`config.mk`:
```
export PLATFORM = sky130hd
export DESIGN_NAME = fir_mem_arbiter
export DESIGN_NICKNAME = d
export VERILOG_FILES = /design/src/rtl/fir_mem_arbiter.sv
export SDC_FILE = /design/constraint.sdc
export NUM_CORES = 1
export LEC_CHECK = 0
export CORE_ASPECT_RATIO = 1.75
export CORE_UTILIZATION = 30
export CTS_CLUSTER_SIZE = 40
export DETAILED_ROUTE_END_ITERATION = 8
export GPL_TIMING_DRIVEN = 0
export PLACE_DENSITY = 0.66
export SLEW_MARGIN = 30
export SYNTH_ARGS = -nofsm -noshare
export SYNTH_HDL_FRONTEND = slang
export SYNTH_SLANG_ARGS = --single-unit
```
`constraint.sdc`:
```
create_clock -name clk -period 4.57 [get_ports clk]
set_input_delay 0.457 -clock clk [delete_from_list [all_inputs] [get_ports clk]]
set_output_delay 0.457 -clock clk [all_outputs]
set_load 0.05 [all_outputs]
```
`src/rtl/fir_mem_arbiter.sv`:
```
// fir_mem_arbiter
// Shares the dual-port FIR sample RAM (port A read, port B write) between
// three requesters: 0 = sample loader/host, 1 = non-pipelined FIR,
// 2 = pipelined FIR. Round-robin arbitration with bus lock, an optional
// max-hold limit, a one-cycle handover bubble so registered reads drain,
// and saturating usage counters.
//
// Ports:
//   clk, rst_n        clock, asynchronous active-low reset
//   req[2:0]          per-requester access request
//   gnt[2:0]          registered one-hot grant
//   rd_addr/wr_addr   packed per-requester addresses (slice i = requester i)
//   wr_en, wr_data    per-requester write enable / packed write data
//   rd_data           RAM read data broadcast to all requesters
//   rd_valid[2:0]     one-hot, rd_data is valid for requester i
//   mem_*             RAM port A (read) and port B (write) connections
//   busy_cycles       cycles with a grant active (saturating)
//   stall_cycles      cycles with a request waiting without grant (saturating)
module fir_mem_arbiter #(
  parameter int ADDR_W   = 10,
  parameter int DATA_W   = 8,
  parameter int MAX_HOLD = 64,
  parameter int CNT_W    = 16
) (
  input  logic                clk,
  input  logic                rst_n,
  input  logic [2:0]          req,
  output logic [2:0]          gnt,
  input  logic [3*ADDR_W-1:0] rd_addr,
  input  logic [3*ADDR_W-1:0] wr_addr,
  input  logic [2:0]          wr_en,
  input  logic [3*DATA_W-1:0] wr_data,
  output logic [DATA_W-1:0]   rd_data,
  output logic [2:0]          rd_valid,
  output logic [ADDR_W-1:0]   mem_addr_a,
  input  logic [DATA_W-1:0]   mem_data_out_a,
  output logic [ADDR_W-1:0]   mem_addr_b,
  output logic                mem_we_b,
  output logic [DATA_W-1:0]   mem_data_in_b,
  output logic [CNT_W-1:0]    busy_cycles,
  output logic [CNT_W-1:0]    stall_cycles
);

  // Hold counter only needs to reach MAX_HOLD-1; it saturates there so a
  // long solo grant releases as soon as someone else starts waiting.
  localparam int HOLD_W = (MAX_HOLD > 2) ? $clog2(MAX_HOLD) : 1;
  localparam logic [HOLD_W-1:0] HOLD_LAST = (MAX_HOLD > 0) ? HOLD_W'(MAX_HOLD - 1) : '0;

  typedef enum logic [1:0] {IDLE, GRANT, HANDOVER} state_t;

  state_t            state, state_n;
  logic [2:0]        gnt_n;
  logic [1:0]        last, last_n;
  logic [1:0]        pick;
  logic [HOLD_W-1:0] hold, hold_n;
  logic              win_req;
  logic              others_pending;
  logic              force_release;

  assign win_req        = |(req & gnt);
  assign others_pending = |(req & ~gnt);
  assign force_release  = (MAX_HOLD != 0) && (hold == HOLD_LAST) && others_pending;

  // First requesting index after the previous winner, in modulo-3 order.
  // Only meaningful when req is non-zero.
  always_comb begin
    pick = 2'd0;
    case (last)
      2'd0:    pick = req[1] ? 2'd1 : (req[2] ? 2'd2 : 2'd0);
      2'd1:    pick = req[2] ? 2'd2 : (req[0] ? 2'd0 : 2'd1);
      default: pick = req[0] ? 2'd0 : (req[1] ? 2'd1 : 2'd2);
    endcase
  end

  // Next-state logic. A grant ends when its owner drops req, or when the
  // hold limit is hit while another requester waits; either way a HANDOVER
  // cycle follows so the last registered read returns before re-arbitration.
  always_comb begin
    state_n = state;
    gnt_n   = gnt;
    last_n  = last;
    hold_n  = hold;
    case (state)
      IDLE: begin
        if (|req) begin
          gnt_n   = 3'b001 << pick;
          last_n  = pick;
          hold_n  = '0;
          state_n = GRANT;
        end
      end
      GRANT: begin
        if (hold != HOLD_LAST) hold_n = hold + HOLD_W'(1);
        if (!win_req || force_release) begin
          gnt_n   = '0;
          state_n = HANDOVER;
        end
      end
      HANDOVER: begin
        gnt_n   = '0;
        state_n = IDLE;
      end
      default: begin
        gnt_n   = '0;
        state_n = IDLE;
      end
    endcase
  end

  // Reset starts with last=2 so requester 0 wins the first tie.
  always_ff @(posedge clk or negedge rst_n) begin
    if (!rst_n) begin
      state    <= IDLE;
      gnt      <= '0;
      last     <= 2'd2;
      hold     <= '0;
      rd_valid <= '0;
    end else begin
      state    <= state_n;
      gnt      <= gnt_n;
      last     <= last_n;
      hold     <= hold_n;
      rd_valid <= gnt;
    end
  end

  // Memory mux driven from the registered grant; writes from non-granted
  // requesters never reach the RAM.
  always_comb begin
    mem_addr_a    = '0;
    mem_addr_b    = '0;
    mem_data_in_b = '0;
    mem_we_b      = 1'b0;
    for (int i = 0; i < 3; i++) begin
      if (gnt[i]) begin
        mem_addr_a    = rd_addr[i*ADDR_W +: ADDR_W];
        mem_addr_b    = wr_addr[i*ADDR_W +: ADDR_W];
        mem_data_in_b = wr_data[i*DATA_W +: DATA_W];
        mem_we_b      = wr_en[i];
      end
    end
  end

  assign rd_data = mem_data_out_a;

  // Saturating usage counters.
  always_ff @(posedge clk or negedge rst_n) begin
    if (!rst_n) begin
      busy_cycles  <= '0;
      stall_cycles <= '0;
    end else begin
      if ((|gnt) && (busy_cycles != '1))
        busy_cycles <= busy_cycles + CNT_W'(1);
      if (others_pending && (stall_cycles != '1))
        stall_cycles <= stall_cycles + CNT_W'(1);
    end
  end

endmodule

```
==> metrics.md, run 1 <==
| Metric | Value |
|---|---|
| Place WS | `1.57 ns` |
| Synth area leaders | `dfrtp_1 39%, a22oi_1 6.9%, nand2_1 6.4%` |
| CTS tree | `built` |
| Critical path fanouts, max | `10` |
| Clock skew | `about 0.0024 ns` |
| Vias/cell | `between 5 and 6` |
| FF-to-FF setup slack | `around 2.7 ns` |
| Finish-stage setup viols | `0` |
| YS warnings | `0` |
| Synth Register Bits | `48` |
| Worst-skew pair later-pin latency | `0.29 ns` |
| Setup WS post-layout | `approximately 1.3 ns` |
| Drt pass-1 iters | `6` |
| Layout cells sized above 1 | `~7.5%` |
| Reg2Reg Depth | `5` |
| GR Util met1 | `roughly a fifth` |
| RSZ-0062 raised after global routing | `no` |
| Root Driver | `clkbuf_16` |
| Critical Path Source Type | `flip-flop` |
| Register area share after synthesis | `between 30% and 40%` |
| Dpl hpwl | `~8000 um` |
| Worst vdd ir | `0.437 mV` |
| Crit path DAT | `around 2.9 ns` |
| Die ar. | `around 11,000 um^2` |
| CP endpoint | `mem_addr_a[5]` |
| Register area | `between 1000 and 1500 um^2` |
| Die extent in y | `135 um` |
| Worst rel slew slack | `between 50% and 60%` |
| Nets | `between 600 and 700` |
| Cell area after synthesis | `3030 um^2` |
| Pleak | `about 2.0 nW` |
| Gpl congestion | `0.837` |
| Initial core utilization | `a little under a third` |
| Met2 Resource Use GR | `a little under two fifths` |
| Hold_buf cts | `0` |
| Critical Path Sink Type | `output port` |
| Worst-Margin Slew | `between 0.6 and 0.7 ns` |
| H-tree depth | `2` |
| Global-route wire length before repair | `roughly 17,000 um` |
| Ports | `about 180` |
| Mapped Cells | `343` |
| Cell Rows | `48` |
| Max Transition Viols Final | `0` |
| Required @ worst endpoint | `4.11 ns` |
| Core area | `between 9000 and 10,000 um^2` |
| Yosys top cell by area | `dfrtp_1` |
| Postcts setup bufs | `0` |
| DR DRC count | `0` |
| Reg clk slew, reported paths | `approximately 0.06 ns` |
| WL final | `9970 um` |
| Reg-to-Reg Start | `stall_cycles[0]` |
| Overall power | `~3.2 mW` |
| Post-synth top cells | `52 x nand2_1, 47 x dfrtp_1, 34 x o21ai_0` |
| Yosys cell types | `between 40 and 50` |
| Total grt overflow | `0` |
| Sinks on the clock net | `48` |
| Vias in the first global route | `about 3,500` |
| Final ANT Viol Nets | `0` |
| Status | `completed` |
| Area fraction of the dominant cell type after synthesis | `roughly 39%` |
| Port bufs | `roughly 170` |
| Total number of vias | `around 3,300` |
| Tmin final | `around 3.3 ns` |
| Initial DRC Count | `~110` |
| Antenna violations before repair | `0` |
| Diodes inserted | `0` |
| Final hold violations | `0` |
| Pwr/cell area | `between 600 and 700 nW/um^2` |
| Average size of a mapped cell | `roughly 8.8 um^2` |
| Met3 Use GR | `4.86%` |
| Most frequent cell after synthesis | `nand2_1` |
| Tot GR Track Use | `around a fifth` |
| Area grow syn2layout | `65.3%` |
| Footprint of the multi-input gates | `~1700 um^2` |
| Syn nets | `between 400 and 500` |
| MaxCap Viol Count | `0` |
| GR peak layer | `met2` |
| Most common flop cell mapped by yosys | `dfrtp_1` |
| Clock Path Buffers | `2` |
| Worst Setup SP | `gnt[1]` |
| Achievable Freq | `around 300 MHz` |
| Synth async-reset ratio | `100%` |
| Largest net degree at the start of global routing | `49` |
| Worst R2R End | `stall_cycles[1]` |
| Type of the worst min-delay path | `input port to asynchronous set/reset pin` |
| Fillers | `964` |
| Post-synth EDFFs | `0` |
| CTS Buf Count | `5` |
| Die width | `slightly below 80 um` |
| Post-layout util | `between 50% and 60%` |
| Crit share post-route | `between 70% and 80%` |
| TNS Setup | `0 ns` |
| Post-cts sizing count | `0` |
| Drt wl/cell | `15.5 um` |
| Crit Path Category | `flip-flop to output port` |
[registers in the layout, indices dropped and copies added, names as in the netlist]
| signal | flops |
|---|---|
| gnt | 3 |
| last | 2 |
| state | 2 |
| hold | 6 |
| stall_cycles | 16 |
| busy_cycles | 16 |
| rd_valid | 3 |
[placed cells by master, fill, tap and decap left out, drive strengths merged, types with 2 or more instances in the layout]
cell type,instances
a21oi,5
inv,2
and3,4
nor3,11
a31oi,2
nand3,20
or2,3
buf,17
clkdlybuf4s50,165
and2,5
a22oi,28
dfrtp,47
nor4,9
nor2,12
nor3b,2
nor2b,5
nand2,52
xor2,19
o211ai,5
o21a,2
o21ai,35
and4,2
ha,3
xnor2,9
mux2,3
nand2b,6
nand4,12
clkbuf,15
or3,4
nor4b,2
o31ai,3
[per-stage QoR]
stage                     hold WS, ns  cell area (um^2)  instances
after floorplan                 0.161              3030        343
after global placement          0.400              4850        634
after detailed placement        0.402              4850        634
after CTS                       0.203              5010        642
after global routing            0.224              5010        642
final                           0.175              5010        642
[cells by family after synthesis]
kind of cell               after synthesis  synth area share (%)
xor gates and xnor gates                28                  8.09
AOI/OAI and AO/OA                       83                  17.5
buffers and inverters                   27                  4.54
adders and majority gates                3                  1.24
and+or+nand+nor                        150                  27.2
DFF                                     48                  39.7
muxes                                    4                  1.69
[power by group]
group	leakage, nW	internal (mW)	switching, mW
logic	1.27	0.706	1.36
registers	0.623	0.546	0.161
clock network	0.0808	0.257	0.153
total	1.98	1.51	1.68
[how the worst min path moves through the flow]
stage            from          endpoint  cells after the start
2_1_floorplan   rst_n    busy_cycles[0]                      0
3_3_place_gp   gnt[2]       rd_valid[2]                      0
3_5_place_dp   gnt[2]       rd_valid[2]                      0
4_1_cts         rst_n  stall_cycles[11]                      1
5_1_grt         rst_n   stall_cycles[3]                      1
6_report        rst_n   stall_cycles[9]                      1
[critical path, cell delays in order, from the launching register on]
cell	delay, ns
dfrtp_1	0.41
buf_2	0.20
nor2b_1	0.11
buf_2	0.22
buf_1	0.39
a22oi_1	0.11
o21ai_0	0.27
clkdlybuf4s50_1	0.86
[layer usage]
metal  vias to the layer above  share of wire, %  routed length [um]
met2                       163                54                5420
met5                         -                 0                   0
met3                        14               7.9                 792
met1                      1558                36                3580
li1                       1586                 -                   -
met4                         0               1.8                 180
[final cells by class]
type,count,share of cell area [%]
buffer,25,2.60
tap,125,3.12
multi-input combinational,268,33.7
timing repair buffer,166,33.1
clock buffer,6,2.57
clock inverter,2,0.699
sequential,48,24.0
inverter,2,0.150
No activity file was read; power rests on OpenSTA's default activity.
==> run 2, diff against run 1 <==
clock period = 3.25 ns   (was 4.57 ns; I/O delays follow)
==> run 2 against run 1 <==
  * Sequential share of layout area is 0.15 points lower
  * Count of clock-buffer cells in the layout unchanged
  * Clock skew is essentially flat
  * Cell count unchanged
==> metrics.md, run 2 (synthesis gave the netlist of run 1 again) <==
| Metric | Value |
|---|---|
| Tmin final | `between 3 and 4 ns` |
| Crit path DAT | `~2.8 ns` |
| Finish-stage setup viols | `0` |
| H-tree depth | `2` |
| Vias in the first global route | `about 3,500` |
| RSZ-0062 raised after global routing | `no` |
| TNS Setup | `0 ns` |
| Drt pass-1 iters | `7` |
| Worst-Margin Slew | `0.701 ns` |
| Reg-to-Reg Start | `stall_cycles[0]` |
| Die ar. | `around 11,000 um^2` |
| Achievable Freq | `~320 MHz` |
| Max Transition Viols Final | `0` |
| Worst Setup SP | `gnt[1]` |
| Ports | `around 180` |
| CP peak stage delay | `around 0.83 ns` |
| Critical path fanouts, max | `10` |
| Core area | `between 9000 and 10,000 um^2` |
| Drt wl/cell | `15.5 um` |
| Gpl congestion | `~0.84` |
| Dpl hpwl | `7980 um` |
| Critical Path Sink Type | `output port` |
| Final ANT Viol Nets | `0` |
| Tot GR Track Use | `roughly a fifth` |
| Biggest regs | `busy_cycles: 16 flops, stall_cycles: 16 flops, hold: 6 flops` |
| Footprint of the multi-input gates | `1690 um^2` |
| Vias/cell | `5.19` |
| Reg clk slew, reported paths | `about 0.06 ns` |
| WHS | `approximately 0.046 ns` |
| Nets | `around 620` |
| Fillers | `approximately 960` |
| Die extent in y | `approximately 130 um` |
| Commonest non-fill, non-tap cell in the layout | `clkdlybuf4s50_1` |
| Layout cells sized above 1 | `between 7 and 8%` |
| WL final | `between 9000 and 10,000 um` |
| Status | `completed` |
| Critical path cell sequence | `buf_2, nor2b_1, buf_2, buf_1, a22oi_1, o21ai_0, clkdlybuf4s50_1` |
| Register area | `1200 um^2` |
| Initial core utilization | `roughly 30%` |
| Slowest cell on crit path | `clkdlybuf4s50_1` |
| Sinks on the clock net | `48` |
| Area grow syn2layout | `66.3%` |
| Cell Rows | `48` |
| Port bufs | `between 150 and 200` |
| CTS tree | `built` |
| CTS Buf Count | `5` |
| Final hold violations | `0` |
| Largest net degree at the start of global routing | `49` |
| Total grt overflow | `0` |
| Worst-skew pair later-pin latency | `approximately 0.29 ns` |
| Global-route wire length before repair | `between 15,000 and 20,000 um` |
| Most frequent cells in the layout | `153 x clkdlybuf4s50_1, 52 x nand2_1, 47 x dfrtp_1` |
| Die width | `just under 80 um` |
| Critical Path Source Type | `flip-flop` |
| Worst vdd ir | `a little over 0.6 mV` |
| Total number of vias | `roughly 3,300` |
| Crit Path Category | `flip-flop to output port` |
| Pleak | `approximately 2.2 nW` |
| Type of the worst min-delay path | `input port to asynchronous set/reset pin` |
| Hold_buf cts | `0` |
| Initial DRC Count | `between 100 and 150` |
| Clock skew | `0.00222 ns` |
| Pwr/cell area | `886 nW/um^2` |
| Worst rel slew slack | `between 50 and 60%` |
| MaxCap Viol Count | `0` |
| Crit share post-route | `a little over nine tenths` |
| Antenna violations before repair | `0` |
| Root Driver | `clkbuf_16` |
| Most used cell, CP | `buf_2` |
| DR DRC count | `0` |
| Required @ worst endpoint | `a little under 3 ns` |
| Clock Path Buffers | `2` |
| Diodes inserted | `0` |
run 2: changes by cell type in the layout (fill, tap and decap cells not counted):
cell	change
dlymetal6s2s_1	+12
clkdlybuf4s50_1	-12
clkbuf_2	+1
buf_1	-1
run 2: area by class of cell:
cell class	count	area share, %
plain buffers	25	2.61
well taps	125	3.10
flip-flops and latches	48	23.9
clock inverters	2	0.695
clock buffers	6	2.56
inverters	2	0.149
repair buffers	166	33.5
multi-input cells	268	33.5
run 2: per-stage QoR:
stage | instances | util, % | setup slack [ns] | total power, mW | instance area [um^2]
4_1_cts | 642 | 50.9 | 0.0394 | 4.52 | 5010
6_report | 642 | 51.2 | 0.169 | 4.47 | 5040
3_5_place_dp | 634 | 49.2 | 0.383 | 3.92 | 4850
5_1_grt | 642 | 51.2 | 0.00730 | 4.72 | 5040
3_3_place_gp | 634 | 49.2 | 0.366 | 3.89 | 4850
2_1_floorplan | 343 | - | 0.379 | 2.87 | 3030
run 2: power by group:
group	internal, mW	switching (mW)
Clock	0.362	0.216
Combinational	0.987	1.91
Sequential	0.768	0.227
run 2: path summary, 6_finish.rpt:
kind / cells past startpoint / slack, ns / endpoint
min reg2reg: 0 / 0.42 / rd_valid[2]
max reg2reg: 5 / 1.39 / stall_cycles[1]
min in group clk: 0 / 0.42 / rd_valid[2]
min: 1 / 0.05 / stall_cycles[0]
max: 7 / 0.17 / mem_addr_a[1]
max in group asynchronous: 1 / 2.79 / busy_cycles[2]
run 2: critical path, delay by kind of cell, from the launching register on:
kind	cells	cell delay (ns)
simple gates	1	0.11
compound gates	2	0.30
flops	1	0.41
buf+inv	4	1.64
run 2: metal layers:
layer  track usage (%)  routed length (um)
met1              21.0                3600
met2              37.2                5430
met3              4.86                 753
met4              7.10                 180
met5                 0                   0
run 2: what timing repair did:
item,4_1_cts,5_1_grt
setup endpoints to repair,0,16
buffers inserted,0,0
resized for setup,0,13
==> run 3, diff against run 2 <==
CORE_UTILIZATION = 39   (was 30)
PLACE_DENSITY = 0.82   (was 0.66)
SKIP_CTS_REPAIR_TIMING = 1   (was default)
==> run 3 against run 2 <==
  * Critical endpoint is now mem_addr_b[2]
  * Setup slack got worse by 0.020 ns
  * Die area fell by 23%
  * Total power shrank 1.7%
  * Wire length decreased by 4.8%
  * Sequential share of layout area rose by 0.35 points
  * Non-clock buffer count unchanged
  * Hold slack worse by 0.027 ns
  * Critical path type unchanged
==> metrics.md, run 3 (synthesis gave the netlist of run 1 again) <==
| Metric | Value |
|---|---|
| Biggest regs | `busy_cycles: 16 flops, stall_cycles: 16 flops, hold: 6 flops` |
| Root Driver | `clkbuf_16` |
| DR DRC count | `0` |
| Ports | `175` |
| Cell Rows | `42` |
| Die ar. | `around 8100 um^2` |
| Drt pass-1 iters | `5` |
| Global-route wire length before repair | `roughly 15,000 um` |
| Dpl hpwl | `between 7000 and 8000 um` |
| Most used cell, CP | `buf_2` |
| MaxCap Viol Count | `0` |
| Worst-Margin Slew | `0.617 ns` |
| Tot GR Track Use | `about a quarter` |
| Nets | `between 600 and 700` |
| Max Transition Viols Final | `0` |
| Pwr/cell area | `about 880 nW/um^2` |
| CTS Buf Count | `5` |
| Worst Setup SP | `gnt[1]` |
| Clock skew | `~0.0095 ns` |
| Commonest non-fill, non-tap cell in the layout | `clkdlybuf4s50_1` |
| TNS Setup | `0 ns` |
| Required @ worst endpoint | `~2.9 ns` |
| Critical path fanouts, max | `10` |
| Vias/cell | `between 5 and 6` |
| Critical path cell sequence | `buf_2, nor2b_1, buf_2, buf_1, a22oi_1, o21ai_0, clkdlybuf4s50_1` |
| Layout cells sized above 1 | `a little under 8%` |
| Tmin final | `between 3 and 4 ns` |
| Vias in the first global route | `3,182` |
| H-tree depth | `2` |
| FF-to-FF setup slack | `approximately 1.4 ns` |
| Finish-stage setup viols | `0` |
| Diodes inserted | `0` |
| Die extent in y | `between 100 and 150 um` |
| Initial core utilization | `between 40 and 50%` |
| RSZ-0062 raised after global routing | `no` |
| Worst rel slew slack | `between 50% and 60%` |
| Slowest cell on crit path | `clkdlybuf4s50_1` |
| Reg clk slew, reported paths | `0.06 ns` |
| Final ANT Viol Nets | `0` |
| Largest net degree at the start of global routing | `49` |
| Reg2Reg Depth | `5` |
| CP endpoint | `mem_addr_b[2]` |
| Antenna violations before repair | `0` |
| Crit path DAT | `between 2 and 3 ns` |
| Port bufs | `approximately 170` |
| Worst-skew pair later-pin latency | `slightly below 0.3 ns` |
| WL final | `about 9500 um` |
| Worst R2R End | `stall_cycles[1]` |
| Type of the worst min-delay path | `input port to asynchronous set/reset pin` |
| Final hold violations | `0` |
| Crit Path Category | `flip-flop to output port` |
| Critical Path Source Type | `flip-flop` |
| CP peak stage delay | `0.83 ns` |
| Pleak | `just over 2 nW` |
| Status | `completed` |
| Crit share post-route | `95.4%` |
| Die width | `between 60 and 70 um` |
| Core area | `around 7600 um^2` |
| Overall power | `4.39 mW` |
| Critical Path Sink Type | `output port` |
| Drt wl/cell | `15.7 um` |
| Total number of vias | `between 3,000 and 4,000` |
| Achievable Freq | `322 MHz` |
| Total grt overflow | `0` |
| Most frequent cells in the layout | `158 x clkdlybuf4s50_1, 52 x nand2_1, 47 x dfrtp_1` |
| Worst vdd ir | `approximately 0.54 mV` |
| Area grow syn2layout | `64.0%` |
| Initial DRC Count | `about 140` |
| Clock Path Buffers | `2` |
| CTS tree | `built` |
| Gpl congestion | `0.824` |
| Reg-to-Reg Start | `stall_cycles[0]` |
| Sinks on the clock net | `48` |
-- run 3: cell count changes in the layout (fill, tap and decap cells not counted) --
cell,change
bufinv_16,-1
clkdlybuf4s50_1,+5
clkbuf_8,+1
clkinv_2,-1
dlymetal6s2s_1,-5
clkinvlp_4,+1
-- run 3: worst max-delay path, delay by kind of cell, from the launching register on --
kind,cells,cell delay (ns)
AO/OA/AOI/OAI,2,0.35
buffers and inverters,4,1.61
flip-flops,1,0.41
AND/OR/NAND/NOR,1,0.11
-- run 3: worst min path at each step --
stage	cells past startpoint	slack, ns	endpoint	startpoint
floorplan	0	0.03	busy_cycles[0]	rst_n
global placement	0	0.41	rd_valid[2]	gnt[2]
detailed placement	1	0.37	busy_cycles[3]	rst_n
CTS	1	0.06	busy_cycles[3]	rst_n
global route	1	0.08	busy_cycles[3]	rst_n
finish	1	0.02	busy_cycles[3]	rst_n
-- run 3: final cells by class --
| type | count | area, um^2 |
|---|---|---|
| fillers | 631 | 2600 |
| plain buffers | 25 | 131 |
| repair buffers | 166 | 1680 |
| multi-input cells | 268 | 1690 |
| clock inverters | 1 | 7.51 |
| clock buffers | 7 | 143 |
| flip-flops and latches | 48 | 1200 |
| well taps | 88 | 110 |
| inverters | 2 | 7.51 |
-- run 3: power by group --
group,internal (mW),switching (mW)
registers,0.768,0.215
clock network,0.306,0.216
logic,0.990,1.90
total,2.06,2.33
-- run 3: routing by layer --
| metal | global-route usage, % | part of all wire, % |
|---|---|---|
| met1 | 25.8 | 35 |
| met2 | 43.4 | 55 |
| met3 | 5.89 | 7.2 |
| met4 | 8.59 | 2.2 |
| met5 | 0 | 0 |
-- run 3: stage by stage --
stage / std cells / hold slack, ns / setup WS [ns] / area [um^2] / util (%)
final: 605 / 0.0196 / 0.149 / 4970 / 65.7
after global placement: 597 / 0.409 / 0.322 / 4800 / 63.5
after floorplan: 343 / 0.0294 / 0.379 / 3030 / -
after CTS: 605 / 0.0591 / -0.0829 / 4950 / 65.4
after detailed placement: 597 / 0.371 / 0.253 / 4800 / 63.4
after global routing: 605 / 0.0826 / 0.00137 / 4970 / 65.7
